$ cat src/rtl/sobel_defs.sv
// Shared constants and the RGB565 -> 8-bit luma conversion for the Sobel edge stage.
package sobel_defs;

  localparam int IMG_W_DEF = 256;
  localparam int IMG_H_DEF = 256;

  // BT.601-style luma weights scaled by 256; they sum to 256 so the result fits 8 bits.
  localparam logic [7:0] COEF_R = 8'd77;
  localparam logic [7:0] COEF_G = 8'd150;
  localparam logic [7:0] COEF_B = 8'd29;

  // Edge magnitudes above this value are clamped.
  localparam logic [7:0] SAT_MAX = 8'd255;

  // Expand each channel to 8 bits by replicating its MSBs, then weight and drop 8 LSBs.
  // Worst case 77*255 + 150*255 + 29*255 = 65280, so 16 bits never overflow.
  function automatic logic [7:0] rgb565_to_gray(input logic [15:0] px);
    logic [7:0]  r8;
    logic [7:0]  g8;
    logic [7:0]  b8;
    logic [15:0] acc;
    r8  = {px[15:11], px[15:13]};
    g8  = {px[10:5], px[10:9]};
    b8  = {px[4:0], px[4:2]};
    acc = 16'(COEF_R) * 16'(r8) + 16'(COEF_G) * 16'(g8) + 16'(COEF_B) * 16'(b8);
    return acc[15:8];
  endfunction

endpackage

$ cat src/rtl/sobel_line_buffer.sv
// One-line pixel store: single port, registered read-first access so it maps onto block RAM.
module sobel_line_buffer #(
  parameter int DEPTH = 256,
  parameter int AW    = 8,
  parameter int DW    = 8
) (
  input  logic          clk,
  input  logic          i_en,
  input  logic [AW-1:0] i_addr,
  input  logic [DW-1:0] i_wdata,
  output logic [DW-1:0] o_rdata
);

  logic [DW-1:0] r_mem [0:DEPTH-1];
  logic [DW-1:0] r_rdata;

  // Each access returns the old word at i_addr and replaces it with i_wdata.
  always_ff @(posedge clk) begin
    if (i_en) begin
      r_rdata       <= r_mem[i_addr];
      r_mem[i_addr] <= i_wdata;
    end
  end

  assign o_rdata = r_rdata;

endmodule

$ cat src/rtl/sobel_edge_stage.sv
// Streaming RGB565 -> grayscale -> 3x3 Sobel edge stage with coordinate and end-of-frame tags.
// Valid/ready contract: there is no back-pressure; a pixel is accepted in every cycle
// in_valid is high, and out_valid is a one-cycle strobe that the consumer must take.
// Pipeline: input (gray + L1 access) -> s0 (L2 access) -> s1 (column align)
//           -> window -> output register; out_valid follows in_valid by 4 clocks.
module sobel_edge_stage
  import sobel_defs::*;
#(
  parameter int IMG_W = IMG_W_DEF,
  parameter int IMG_H = IMG_H_DEF,
  parameter int XW    = 8,
  parameter int YW    = 8
) (
  input  logic          clk,
  input  logic          rst,
  input  logic          in_valid,
  input  logic          in_sof,
  input  logic [15:0]   in_data,
  input  logic          thresh_en,
  input  logic [7:0]    threshold,
  output logic          out_valid,
  output logic [7:0]    out_data,
  output logic [XW-1:0] out_x,
  output logic [YW-1:0] out_y,
  output logic          out_eof
);

  // Input position counters
  logic [XW-1:0] r_x;
  logic [YW-1:0] r_y;
  logic [XW-1:0] w_x;
  logic [YW-1:0] w_y;
  logic [XW-1:0] w_x_nxt;
  logic [YW-1:0] w_y_nxt;
  logic [7:0]    w_gray;

  // Position of the current pixel (sof forces 0,0) and the position that follows it.
  always_comb begin
    w_x     = in_sof ? '0 : r_x;
    w_y     = in_sof ? '0 : r_y;
    w_x_nxt = w_x + XW'(1);
    w_y_nxt = w_y;
    if (w_x == XW'(IMG_W - 1)) begin
      w_x_nxt = '0;
      w_y_nxt = (w_y == YW'(IMG_H - 1)) ? '0 : w_y + YW'(1);
    end
  end

  // Counters advance only on accepted pixels.
  always_ff @(posedge clk) begin
    if (rst) begin
      r_x <= '0;
      r_y <= '0;
    end else if (in_valid) begin
      r_x <= w_x_nxt;
      r_y <= w_y_nxt;
    end
  end

  assign w_gray = rgb565_to_gray(in_data);

  // Stage 0: gray value with its coordinates
  logic          r_s0_valid;
  logic [7:0]    r_s0_gray;
  logic [XW-1:0] r_s0_x;
  logic [YW-1:0] r_s0_y;

  // Stage 0 valid bit is cleared by reset so in-flight pixels are dropped.
  always_ff @(posedge clk) begin
    if (rst) r_s0_valid <= 1'b0;
    else     r_s0_valid <= in_valid;
  end

  // Stage 0 payload captured alongside the valid bit.
  always_ff @(posedge clk) begin
    if (in_valid) begin
      r_s0_gray <= w_gray;
      r_s0_x    <= w_x;
      r_s0_y    <= w_y;
    end
  end

  // Line buffers: L1 holds row y-1, L2 holds row y-2. L1 is accessed with the input
  // pixel; the row it displaces is pushed into L2 one cycle later at the same column.
  logic [7:0] w_l1_rd;
  logic [7:0] w_l2_rd;
  logic       w_l1_en;

  assign w_l1_en = in_valid & ~rst;

  sobel_line_buffer #(.DEPTH(IMG_W), .AW(XW), .DW(8)) u_line1 (
    .clk     (clk),
    .i_en    (w_l1_en),
    .i_addr  (w_x),
    .i_wdata (w_gray),
    .o_rdata (w_l1_rd)
  );

  sobel_line_buffer #(.DEPTH(IMG_W), .AW(XW), .DW(8)) u_line2 (
    .clk     (clk),
    .i_en    (r_s0_valid),
    .i_addr  (r_s0_x),
    .i_wdata (w_l1_rd),
    .o_rdata (w_l2_rd)
  );

  // Stage 1: holds gray and the L1 word so they line up with the later L2 read.
  logic          r_s1_valid;
  logic [7:0]    r_s1_gray;
  logic [7:0]    r_s1_l1;
  logic [XW-1:0] r_s1_x;
  logic [YW-1:0] r_s1_y;

  // Stage 1 valid bit.
  always_ff @(posedge clk) begin
    if (rst) r_s1_valid <= 1'b0;
    else     r_s1_valid <= r_s0_valid;
  end

  // Stage 1 payload: current pixel, row y-1 at the same column, coordinates.
  always_ff @(posedge clk) begin
    if (r_s0_valid) begin
      r_s1_gray <= r_s0_gray;
      r_s1_l1   <= w_l1_rd;
      r_s1_x    <= r_s0_x;
      r_s1_y    <= r_s0_y;
    end
  end

  // 3x3 window, indexed [row][col]; row 0 = y-2, col 2 = newest column (x).
  logic          r_w_valid;
  logic [7:0]    r_win [0:2][0:2];
  logic [XW-1:0] r_w_x;
  logic [YW-1:0] r_w_y;

  // Window valid bit.
  always_ff @(posedge clk) begin
    if (rst) r_w_valid <= 1'b0;
    else     r_w_valid <= r_s1_valid;
  end

  // Shift the window left and insert the new column; gaps leave it untouched.
  always_ff @(posedge clk) begin
    if (r_s1_valid) begin
      for (int r = 0; r < 3; r++) begin
        r_win[r][0] <= r_win[r][1];
        r_win[r][1] <= r_win[r][2];
      end
      r_win[0][2] <= w_l2_rd;
      r_win[1][2] <= r_s1_l1;
      r_win[2][2] <= r_s1_gray;
      r_w_x       <= r_s1_x;
      r_w_y       <= r_s1_y;
    end
  end

  // Gradients as 11-bit two's complement, magnitude |gx|+|gy| (max 2040).
  logic [9:0]  w_gx_p;
  logic [9:0]  w_gx_n;
  logic [9:0]  w_gy_p;
  logic [9:0]  w_gy_n;
  logic [10:0] w_gx;
  logic [10:0] w_gy;
  logic [10:0] w_agx;
  logic [10:0] w_agy;
  logic [10:0] w_mag;
  logic [7:0]  w_sat;
  logic [7:0]  w_level;
  logic [7:0]  w_pix;
  logic        w_emit;
  logic        w_border;
  logic        w_eof;

  // Sobel kernels, saturation, border forcing and optional binarisation.
  always_comb begin
    w_gx_p = {2'b00, r_win[0][2]} + {1'b0, r_win[1][2], 1'b0} + {2'b00, r_win[2][2]};
    w_gx_n = {2'b00, r_win[0][0]} + {1'b0, r_win[1][0], 1'b0} + {2'b00, r_win[2][0]};
    w_gy_p = {2'b00, r_win[2][0]} + {1'b0, r_win[2][1], 1'b0} + {2'b00, r_win[2][2]};
    w_gy_n = {2'b00, r_win[0][0]} + {1'b0, r_win[0][1], 1'b0} + {2'b00, r_win[0][2]};
    w_gx   = {1'b0, w_gx_p} - {1'b0, w_gx_n};
    w_gy   = {1'b0, w_gy_p} - {1'b0, w_gy_n};
    w_agx  = w_gx[10] ? (~w_gx + 11'd1) : w_gx;
    w_agy  = w_gy[10] ? (~w_gy + 11'd1) : w_gy;
    w_mag  = w_agx + w_agy;
    w_sat  = (w_mag > 11'(SAT_MAX)) ? SAT_MAX : w_mag[7:0];
    // Newest column x, centre x-1: emit only when the centre exists (x>=1, y>=1).
    w_emit   = r_w_valid && (r_w_x != '0) && (r_w_y != '0);
    // Centre on row 0 or column 0 has no complete window.
    w_border = (r_w_x == XW'(1)) || (r_w_y == YW'(1));
    w_level  = w_border ? 8'd0 : w_sat;
    w_pix    = thresh_en ? ((w_level >= threshold) ? SAT_MAX : 8'd0) : w_level;
    w_eof    = (r_w_x == XW'(IMG_W - 1)) && (r_w_y == YW'(IMG_H - 1));
  end

  // Output register: strobe every cycle, payload updated only on emitted pixels.
  always_ff @(posedge clk) begin
    if (rst) begin
      out_valid <= 1'b0;
      out_eof   <= 1'b0;
      out_data  <= '0;
      out_x     <= '0;
      out_y     <= '0;
    end else begin
      out_valid <= w_emit;
      out_eof   <= w_emit & w_eof;
      if (w_emit) begin
        out_data <= w_pix;
        out_x    <= r_w_x - XW'(1);
        out_y    <= r_w_y - YW'(1);
      end
    end
  end

endmodule

$ cat config.mk
export PLATFORM = sky130hd
export DESIGN_NAME = sobel_edge_stage
export DESIGN_NICKNAME = d
export VERILOG_FILES = /design/src/rtl/sobel_defs.sv /design/src/rtl/sobel_line_buffer.sv /design/src/rtl/sobel_edge_stage.sv
export SDC_FILE = /design/constraint.sdc
export NUM_CORES = 2
export LEC_CHECK = 0
export CORE_MARGIN = 2
export CORE_UTILIZATION = 50
export DETAILED_ROUTE_END_ITERATION = 12
export HOLD_SLACK_MARGIN = 0.03
export PLACE_DENSITY = 0.65
export SYNTH_ARGS = -nofsm -noshare
export SYNTH_HDL_FRONTEND = slang
export SYNTH_HIERARCHICAL = 1
export SYNTH_MEMORY_MAX_BITS = 65536
export SYNTH_SLANG_ARGS = --single-unit
$ cat constraint.sdc
create_clock -name clk -period 34 [get_ports clk]
set_clock_uncertainty 0.05 [all_clocks]
set_input_delay 10.2 -clock clk [delete_from_list [all_inputs] [get_ports clk]]
set_output_delay 10.2 -clock clk [all_outputs]
set_load 0.01 [all_outputs]
==> metrics.txt <==
post-place setup slack roughly 14 ns; WL per Instance 30.29 um; routability congestion estimate 0.8202; Initial Utilization around 50%; Initial DRT Pass Iterations 6; Resize count post-CTS 0; Worst EP required 34.52 ns; fmax 52.09 MHz; vias per inst 6.319; Die X 587.8 um; hold endpoint r_w_y[7]$_DFFE_PP_; # placed instances 12610; Hold Path Stages 0; Setup-failing EPs final 0; vias in the first global route about 84000; die area 345500 um2; drt initial violations roughly 11000; grt total ovfl 0; Syn Area/Cell 20.58 um2; # Max-Cap Violations 0; Clock Tree Root clkbuf_16; worst path arrival time slightly below 20 ns; fin worst setup slack about 15 ns; Post-Syn Area 170400 um2; status finished with violations; failing checks slew limit; Worst Hold Class reg -> reg; Post-synth ARST share 0%; later-pin clock latency in the skew report 0.95 ns; clk buf depth 4; R2R setup slack 25.35 ns; dominant cells by area after synthesis edfxtp_1 75%, mux4_2 14%, a22oi_1 2.3%; startpoint types primary input; FF/Latch Area 128700 um2; # Post-CTS Setup Buffers 0; Synth Instances 8280; synthesis-to-layout area growth 11.40%; Hold Path Origin r_s1_y[7]$_DFFE_PP_; RSZ-0062 raised after global routing no; final std cells w/o fill 13390; DR vias about 85000; pin count of the biggest net entering global routing 256; Final HPWL DP 239400 um; total track usage 23.20%; sequential fraction of the synthesis area ~76%; ANT nets after route 0; clock transition at the registers of the reported paths 0.06 ns; R2R cell count 33; biggest regs u_line1/r_mem: 2048 flops, u_line2/r_mem: 2048 flops, r_win: 72 flops; wirelength, routed approximately 410000 um; Post-synth EDFFs 4256; Clock Sinks 4301; crit-path most repeated cell fa_1; # nets final approximately 8800; Die Y-Extent between 500 and 600 um; top cell type's share of synthesized area 74.99%; commonest non-fill, non-tap cells in the layout 4256 x edfxtp_1, 1024 x mux4_2, 537 x nor2_1; hold_ws 0.3668 ns; Multi-input gate area about 39000 um2; final hold violation count 0; worst r2r src r_win[0][4]$_DFFE_PP_; boundary pin count 55; drt drc 0; worst-margin pin slew roughly 1.5 ns; Post-CTS Hold Fix Bufs 0; layout cell share with drive strength beyond 1 about a fifth; Top FF cell, synth edfxtp_1; Tmin final 19.20 ns; commonest non-fill, non-tap cell in the layout edfxtp_1; Syn. warnings 6; cell taking the most area after synthesis edfxtp_1; Setup Crit Path Kind in -> reg; # port buffers 54; row count 214; worst r2r dst out_data[4]$_SDFFE_PP0P_; crit end category register; Num CTS Buffers 423; slowest CP cell buf_4; Core ar. 339500 um2; Syn Nets around 8600; sum of negative setup slack 0 ns; Period Utilization, post-route 56.47%; fillers 25250; global-route wire length before repair 593100 um; H-tree depth 5; Pins Over Slew Limit 10; CP Max Fanout 100; slowest cell delay on critical path 0.91 ns; TritonCTS clock tree built; flops & latches, synth 4301; synth unique cells between 60 and 70; Rel. slew slack -0.2283%; initial antenna violation count 9
cells by family after synthesis:
group           count (synthesis)  share of synthesized area [%]
flops                        4301                          75.52
compound gates                993                          3.984
mux                          1029                          13.56
xor+xnor                       67                         0.3531
fa+ha+maj                     254                          2.380
simple gates                  885                          2.277
buf+inv                       751                          1.919
worst max-delay path: cells and delay by family:
family,cells,cell delay [ns]
buffers and inverters,8,3.34
adders and majority gates,10,4.22
xor gates and xnor gates,3,0.57
AOI/OAI and AO/OA,4,1.12
worst max path at each step:
stage | start | end | slack [ns]
after floorplan | in_data[7] | r_s0_gray[7]$_DFFE_PP_ | 9.36
after global placement | in_data[8] | u_line1/r_mem[212][7]$_DFFE_PP_ | 14.02
after detailed placement | in_data[9] | u_line1/r_mem[0][3]$_DFFE_PP_ | 13.91
after CTS | in_data[9] | u_line1/r_mem[213][7]$_DFFE_PP_ | 14.84
after global routing | in_data[8] | u_line1/r_mem[213][7]$_DFFE_PP_ | 14.28
final | in_data[9] | u_line1/r_mem[213][7]$_DFFE_PP_ | 14.80
synth_stat cells (all sizes together) (42+ instances only):
| master | n |
|---|---|
| o41ai | 65 |
| mux4 | 1024 |
| buf | 177 |
| inv | 271 |
| ha | 137 |
| nor3 | 84 |
| xnor2 | 42 |
| edfxtp | 4256 |
| nand2 | 82 |
| a22oi | 515 |
| clkbuf | 303 |
| dfxtp | 45 |
| a21oi | 300 |
| nor2 | 543 |
| fa | 117 |
per-layer routing:
| metal | global-route usage, % | share of wire, % | vias up |
|---|---|---|---|
| met4 | 5.572 | 2.4 | 4 |
| met3 | 4.418 | 9.7 | 600 |
| li1 | - | - | 34600 |
| met1 | 34.69 | 41 | 45200 |
| met5 | 0 | 0.0067 | - |
| met2 | 35.66 | 47 | 4193 |
cell type report:
type | instances | share of cell area (%)
well taps | 4536 | 2.989
diodes | 3 | 0.003954
inverters | 271 | 0.5358
clock inverters | 259 | 1.242
flip-flops and latches | 4301 | 67.80
clock buffers | 514 | 5.812
repair buffers | 276 | 1.263
multi-input cells | 3228 | 20.36
per-stage QoR:
stage | area, um2 | util, %
3_5_place_dp | 176400 | 51.96
5_1_grt | 189800 | 55.92
4_1_cts | 189800 | 55.91
3_3_place_gp | 176400 | 51.96
2_1_floorplan | 170400 | -
6_report | 189800 | 55.92
Power is left out: the tool's default activity adds up to more than one toggle a clock period on the data nets, which glitch-free logic cannot reach.
